==> src/rtl/datapath_seq.sv <==
// Sequencer for a small A/B datapath: loads A, checks the A==5 flag, idles
// GAP_CYCLES cycles, loads B with a flag-dependent constant, strobes the
// output register and pulses done. Counts completed runs (saturating).
//
// Ports:
//   clock      - single clock, all state changes on posedge
//   reset_n    - asynchronous active-low reset
//   start      - request one sequence (ignored while busy)
//   abort      - cancel a running sequence, returns to IDLE on the next edge
//   Astatus    - datapath flag (A == 5), sampled when leaving CHECK
//   ALoad      - A-load strobe (LOAD_A)
//   BLoad      - B-load strobe (LOAD_B)
//   Muxsel     - B-constant select, 1 picks 8 and 0 picks 13 (LOAD_B only)
//   out_ctrl   - output-register strobe (OUT)
//   busy       - high whenever not IDLE
//   done       - one-cycle completion pulse (DONE)
//   a_match    - last Astatus value captured on leaving CHECK
//   run_count  - completed sequences, saturates at 255
module datapath_seq #(
  parameter int unsigned GAP_CYCLES = 2
) (
  input  logic       clock,
  input  logic       reset_n,
  input  logic       start,
  input  logic       abort,
  input  logic       Astatus,
  output logic       ALoad,
  output logic       BLoad,
  output logic       Muxsel,
  output logic       out_ctrl,
  output logic       busy,
  output logic       done,
  output logic       a_match,
  output logic [7:0] run_count
);

  typedef enum logic [2:0] {
    StIdle,
    StLoadA,
    StCheck,
    StGap,
    StLoadB,
    StOut,
    StDone
  } state_e;

  localparam bit         HasGap  = (GAP_CYCLES != 0);
  // Only meaningful when HasGap; the wrapped value for GAP_CYCLES == 0 is never compared.
  localparam logic [3:0] GapLast = 4'(GAP_CYCLES - 1);

  state_e     state_q, state_d;
  logic [3:0] gap_cnt_q, gap_cnt_d;
  logic       a_match_q, a_match_d;
  logic [7:0] run_cnt_q, run_cnt_d;

  // State register
  always_ff @(posedge clock or negedge reset_n) begin
    if (!reset_n) begin
      state_q   <= StIdle;
      gap_cnt_q <= 4'd0;
      a_match_q <= 1'b0;
      run_cnt_q <= 8'd0;
    end else begin
      state_q   <= state_d;
      gap_cnt_q <= gap_cnt_d;
      a_match_q <= a_match_d;
      run_cnt_q <= run_cnt_d;
    end
  end

  // Next-state logic; abort outranks every other transition outside IDLE.
  always_comb begin
    state_d = state_q;
    if (state_q != StIdle && abort) begin
      state_d = StIdle;
    end else begin
      case (state_q)
        StIdle:  if (start && !abort) state_d = StLoadA;
        StLoadA: state_d = StCheck;
        StCheck: state_d = HasGap ? StGap : StLoadB;
        StGap:   if (gap_cnt_q == GapLast) state_d = StLoadB;
        StLoadB: state_d = StOut;
        StOut:   state_d = StDone;
        StDone:  state_d = StIdle;
        default: state_d = StIdle;
      endcase
    end
  end

  // Datapath-side registers
  always_comb begin
    // Counter is zero on every entry into GAP and counts only while staying there.
    gap_cnt_d = 4'd0;
    if (state_q == StGap && state_d == StGap) begin
      gap_cnt_d = gap_cnt_q + 4'd1;
    end

    // Capture only when CHECK completes; an abort in CHECK leaves the old value.
    a_match_d = a_match_q;
    if (state_q == StCheck && !abort) begin
      a_match_d = Astatus;
    end

    run_cnt_d = run_cnt_q;
    if (state_q == StDone && run_cnt_q != 8'hFF) begin
      run_cnt_d = run_cnt_q + 8'd1;
    end
  end

  // Moore output decode
  always_comb begin
    ALoad     = (state_q == StLoadA);
    BLoad     = (state_q == StLoadB);
    out_ctrl  = (state_q == StOut);
    done      = (state_q == StDone);
    busy      = (state_q != StIdle);
    Muxsel    = (state_q == StLoadB) ? a_match_q : 1'b0;
    a_match   = a_match_q;
    run_count = run_cnt_q;
  end

endmodule

==> config.mk <==
export PLATFORM = sky130hd
export DESIGN_NAME = datapath_seq
export DESIGN_NICKNAME = d
export VERILOG_FILES = /design/src/rtl/datapath_seq.sv
export SDC_FILE = /design/constraint.sdc
export NUM_CORES = 1
export LEC_CHECK = 0
export BUFFER_PORTS_ARGS = -buffer_cell sky130_fd_sc_hd__buf_4
export CAP_MARGIN = 0
export CORE_MARGIN = 3
export CORE_UTILIZATION = 49
export CTS_BUF_LIST = sky130_fd_sc_hd__clkbuf_8
export CTS_CLUSTER_DIAMETER = 40
export DETAILED_ROUTE_END_ITERATION = 10
export PLACE_DENSITY = 0.87
export SETUP_SLACK_MARGIN = 0.1
export SKIP_CTS_REPAIR_TIMING = 1
export SYNTH_ARGS = -nofsm -noshare
export SYNTH_HDL_FRONTEND = slang
export SYNTH_SLANG_ARGS = --single-unit
==> constraint.sdc <==
create_clock -name clock -period 1.29 [get_ports clock]
set_input_delay 0.387 -clock clock [delete_from_list [all_inputs] [get_ports clock]]
set_output_delay 0.387 -clock clock [all_outputs]
set_load 0.01 [all_outputs]
# ---- Word-level counts from Yosys, hierarchy flattened
# Index checks and enable logic that the tools add are counted.
dict set report word_totals {
  ff_bits 16
  inputBits 5
}
dict set report classes {
  n_eq_ne 9
  muxes 6
  n_addsub 2
  reduce_logical 8
}
# cell count
set ops {}
lappend ops {{$pmux W3 S6} 1}
lappend ops {{$eq A3 B2 Y1 const B} 3}
lappend ops {{$eq A3 B3 Y1 const B} 3}
lappend ops {{$mux W3} 3}
lappend ops {{$add A8 B1 Y8 const B} 1}
lappend ops {{$ne A8 B8 Y1 const B} 1}
lappend ops {{$logic_and A1 B1 Y1} 5}
lappend ops {{$add A4 B1 Y4 const B} 1}
lappend ops {{$eq A4 B1 Y1 const B} 1}
lappend ops {{$mux W4} 1}
lappend ops {{$eq A3 B1 Y1 const B} 1}
lappend ops {{$logic_not A3 Y1} 1}
lappend ops {{$reduce_bool A3 Y1} 1}
lappend ops {{$logic_not A1 Y1} 1}
lappend ops {{$mux W1} 1}

# ---- Longest topological paths before layout
dict set report logic_depth {
  word_depth 8
  depth_mapped 5
  depth_no_buf 5
}

# ---- Least setup slack after synthesis
# Ideal clock, no wire load.
dict set report synth_path {
  path_kind {register to register}
  from {reg run_cnt_q[0] (netlist: run_count[0])}
  to {reg run_cnt_q[6] (netlist: run_count[6])}
  synth_period_minus_slack_ps 1382
  stages_incl_launch_ff 5
  t_arrival_ps 1257
  slack_ps -92
  path_cell_list {dfrtp_1 -> ha_1 -> and4b_1 -> nand4_1 -> mux2_4}
}
dict set report synth_between {
  elab_chain_cells 2
  elab_cells_between_ends 3
}
# item line
set synth_rtl {}
lappend synth_rtl {{start: declaration} 54} ;# logic [7:0] run_cnt_q, run_cnt_d;
lappend synth_rtl {{start signal: assignment} 67} ;# run_cnt_q <= run_cnt_d;
lappend synth_rtl {{branches (longest 2 deep; another with $add A8 B1 Y8)} -}
# Parallel ways; which one is timed is not known.
# A chain may end at the register's enable or synchronous reset.

# ---- Worst setup path in the final report
dict set report layout_path {
  from {reg state_q[0]}
  to {out out_ctrl}
}
dict set report layout_between {
  elab_chain_cells 1
}
# item line
set layout_rtl {}
lappend layout_rtl {{start: declaration} 51} ;# state_e state_q, state_d;
lappend layout_rtl {{start signal: assignment} 59} ;# state_q <= StIdle;
lappend layout_rtl {{start signal: assignment} 64} ;# state_q <= state_d;
lappend layout_rtl {{$eq A3 B3 Y1} 114} ;# out_ctrl = (state_q == StOut);
lappend layout_rtl {{end: declaration} 30} ;# output logic out_ctrl,
# Every way passes these cells.

==> impl_metrics.toml <==
[run_status]
status = "finished with violations"
violations = "negative setup slack"

[sta]
maxSlewViolCount = 0
min_period_ps = 1680
rsz0062_at_grt = "true"
worst_slew_margin_rel_pct = 79.5
fmax_ghz = 0.596
final-hold-violation-count = 0
finalWorstSetupSlack_ps = -387
worst_slew_pin_slew_ps = 307
fin_crit_sh_pct = 130
finClkSkew_ps = 3.55
setup_viol = 21

[cts]
clock_latency_ps = 260
cts_buffers = 3
cts_sinks = 16
cts.reportedPaths.clkPinSlew_ps = 60
cts_max_level = 1
clockRootBuffer = "clkbuf_8"
cts_tree = "done"
cts_buffer_depth = 2

[synth]
synth_top_area_share_pct = 46.9
synthTopCellsByArea = "dfrtp_1 (47%), ha_1 (4.4%), mux2_4 (3.5%)"
yosys_warnings = 0
ys_seq_area_share_pct = 46.9
synth_fp_nets = 89
syn_avg_cell_area_sq_um = 10.5
synthCells = 81
yosysTopAreaCell = "dfrtp_1"
ys_ff_latch = 16
ys_types = 33
syn-cell-area_sq_um = 853

[floorplanning]
die-width_microns = 47.7
dieArea_sq_mm = 0.00228
ios = 20
die_y_microns = 47.7
rows = 14
core-area_sq_mm = 0.00158
initial_core_util_pct = 54.1

[routing]
num_vias = 898
drt_first_iter_violations = 38
drt.antenna.violating_nets = 0
dr.pass1.iters = 4
route.detailed.wl_per_inst_microns = 21.2
drcViolationCount = 0
viasPerCell = 5.99
drt_wl_total_microns = 3180

[setup_path]
cp_top_family = "flip-flops"
crit_chain = "or2b_1 > nor2_2 > buf_4"
max_stage_delay_ps = 470
worst_setup_path_end_kind = "output pin"
path_buf_inv = 1
r2r_cells = 4
crit_arrival_ps = 1290
r2r-end = "run_count[6]$_DFFE_PN0P_"
rr_startpoint = "run_count[0]$_DFFE_PN0P_"
start_kind = "register"
required_ps = 900
rrSetupSlack_ps = -150
path_max_fanout = 7
crit_type = "reg -> out"
cpMaxStageDelayCell = "dfrtp_2"

[cells_and_area]
syn2layout_area_growth_pct = 71.6
finish.utilization_pct = 92.9
final_nets = 143
drive_above_1_share_pct = 61.2
fin_cells = 150
diodes = 0

[placed_design]
numPortBuffers = 19
place.gp.congestion = 0.834
dp_hpwl_microns = 1580
dp.cells = 131

[global_routing]
grt_pass1_vias = 736
grt_pass1_wl_microns = 3210
antenna_found_initial = 0
grt_max_degree = 17
overflow = 0
grtUsageTotal_pct = 20.3

[flow_run]
drv_cap = 0

[worst_hold_path]
holdPathStages = 2
holdPathEnd = "a_match$_DFFE_PN0P_"
min_path_type = "in -> reg"
hp-start = "Astatus"

[pwr]
p_leak_nw = 0.711
vdd_drop_max_mv = 1.04
p_per_area_mw_per_mm2 = 849
## worst reg2reg max path: cells and delay by family (launching register included)
kind	cells	cell delay (ps)
flops	1	380
fa+ha+maj	1	210
simple gates	2	430
mux	1	320
## report_power, final
part / internal (mW) / switching (mW) / total, mW
Sequential: 0.528 / 0.0343 / 0.562
Clock: 0.272 / 0.190 / 0.461
Combinational: 0.119 / 0.0995 / 0.219
Total: 0.919 / 0.323 / 1.24
## worst max path at each step
stage                                         from                       end  slack [ps]  cells after the start
final                         state_q[0]$_DFF_PN0_                  out_ctrl        -390                      3
after global routing          state_q[0]$_DFF_PN0_                  out_ctrl        -450                      3
after CTS                     state_q[1]$_DFF_PN0_                     ALoad        -340                      3
after detailed placement      state_q[1]$_DFF_PN0_  run_count[5]$_DFFE_PN0P_         -80                      3
after global placement        state_q[1]$_DFF_PN0_                  out_ctrl         -30                      3
after floorplan           run_count[0]$_DFFE_PN0P_  run_count[6]$_DFFE_PN0P_         -90                      4
## sequential cells by signal, summed over array words and instances, names as in the netlist
signal and cells:
gap_cnt_q 4, state_q 3, run_count 8, a_match 1
## per-layer routing
layer / share of wire, % / vias to the layer above / global-route usage [%]
met5: 0 / - / 0
met4: 3.1 / 0 / 4.84
li1: - / 394 / -
met2: 50 / 46 / 34.8
met3: 5.3 / 14 / 4.51
met1: 41 / 444 / 25.8
## per-stage QoR
step / power (mW) / hold WS [ps] / setup TNS [ps] / setup slack [ps] / cell area (sq um)
after floorplan: 0.638 / 91.4 / -228 / -85.3 / 882
after global placement: 0.721 / 253 / -133 / -27.4 / 1150
after detailed placement: 0.732 / 255 / -438 / -75.8 / 1150
after CTS: 1.17 / -6.68 / -2180 / -337 / 1210
after global routing: 1.28 / 385 / -3240 / -452 / 1460
final: 1.24 / 386 / -2510 / -387 / 1460
## cells in the final DEF (no fill, tap or decap), drive strengths merged
| master | synthesis | final |
|---|---|---|
| or2 | 1 | 1 |
| a21oi | 4 | 4 |
| xor2 | 1 | 1 |
| o2111ai | 1 | 1 |
| and3 | 2 | 2 |
| inv | 3 | 3 |
| o21a | 1 | 1 |
| ha | 3 | 3 |
| nand3 | 5 | 5 |
| buf | 3 | 51 |
| nor2 | 8 | 8 |
| nand4 | 3 | 3 |
| nor2b | 1 | 1 |
| and2b | 1 | 1 |
| o211ai | 2 | 2 |
| mux2 | 5 | 5 |
| clkbuf | 0 | 4 |
| and3b | 1 | 1 |
| nand2 | 2 | 2 |
| dfrtp | 16 | 16 |
| and4bb | 1 | 1 |
| or2b | 1 | 1 |
| dlygate4sd3 | 0 | 1 |
| xnor2 | 3 | 3 |
| nand3b | 1 | 1 |
| and4 | 1 | 1 |
| and2 | 1 | 1 |
| nand2b | 3 | 3 |
| nor3 | 2 | 2 |
| and4b | 1 | 1 |
| o21ai | 3 | 3 |
| nor4b | 1 | 1 |
## final cells by class
cell class	count	area (sq um)
flip-flops and latches	16	404
clock buffers	4	55.1
inverters	3	11.3
well taps	16	20.0
multi-input cells	59	502
fillers	48	113
repair buffers	52	472
## synth_stat cells, drive strengths merged
cell type  instances
o211ai             2
nor2               8
and4b              1
nand4              3
and4               1
or2b               1
xnor2              3
ha                 3
buf                3
o21ai              3
nor3               2
nand2b             3
mux2               5
and2               1
o2111ai            1
dfrtp             16
and3               2
nor4b              1
and4bb             1
o21a               1
nand2              2
xor2               1
and3b              1
a21oi              4
and2b              1
or2                1
nor2b              1
nand3              5
nand3b             1
inv                3
## cell families (layout without fill, tap and decap cells)
family          Yosys count  in the layout  share of synthesized area, %
flops                    16             16                          46.9
mux                       5              5                          7.48
compound gates           11             11                          8.21
xor+xnor                  4              4                          4.11
fa+ha+maj                 3              3                          4.40
buf+inv                   6             59                          3.96
simple gates             36             36                          24.9
No activity file was read; power rests on OpenSTA's default activity.
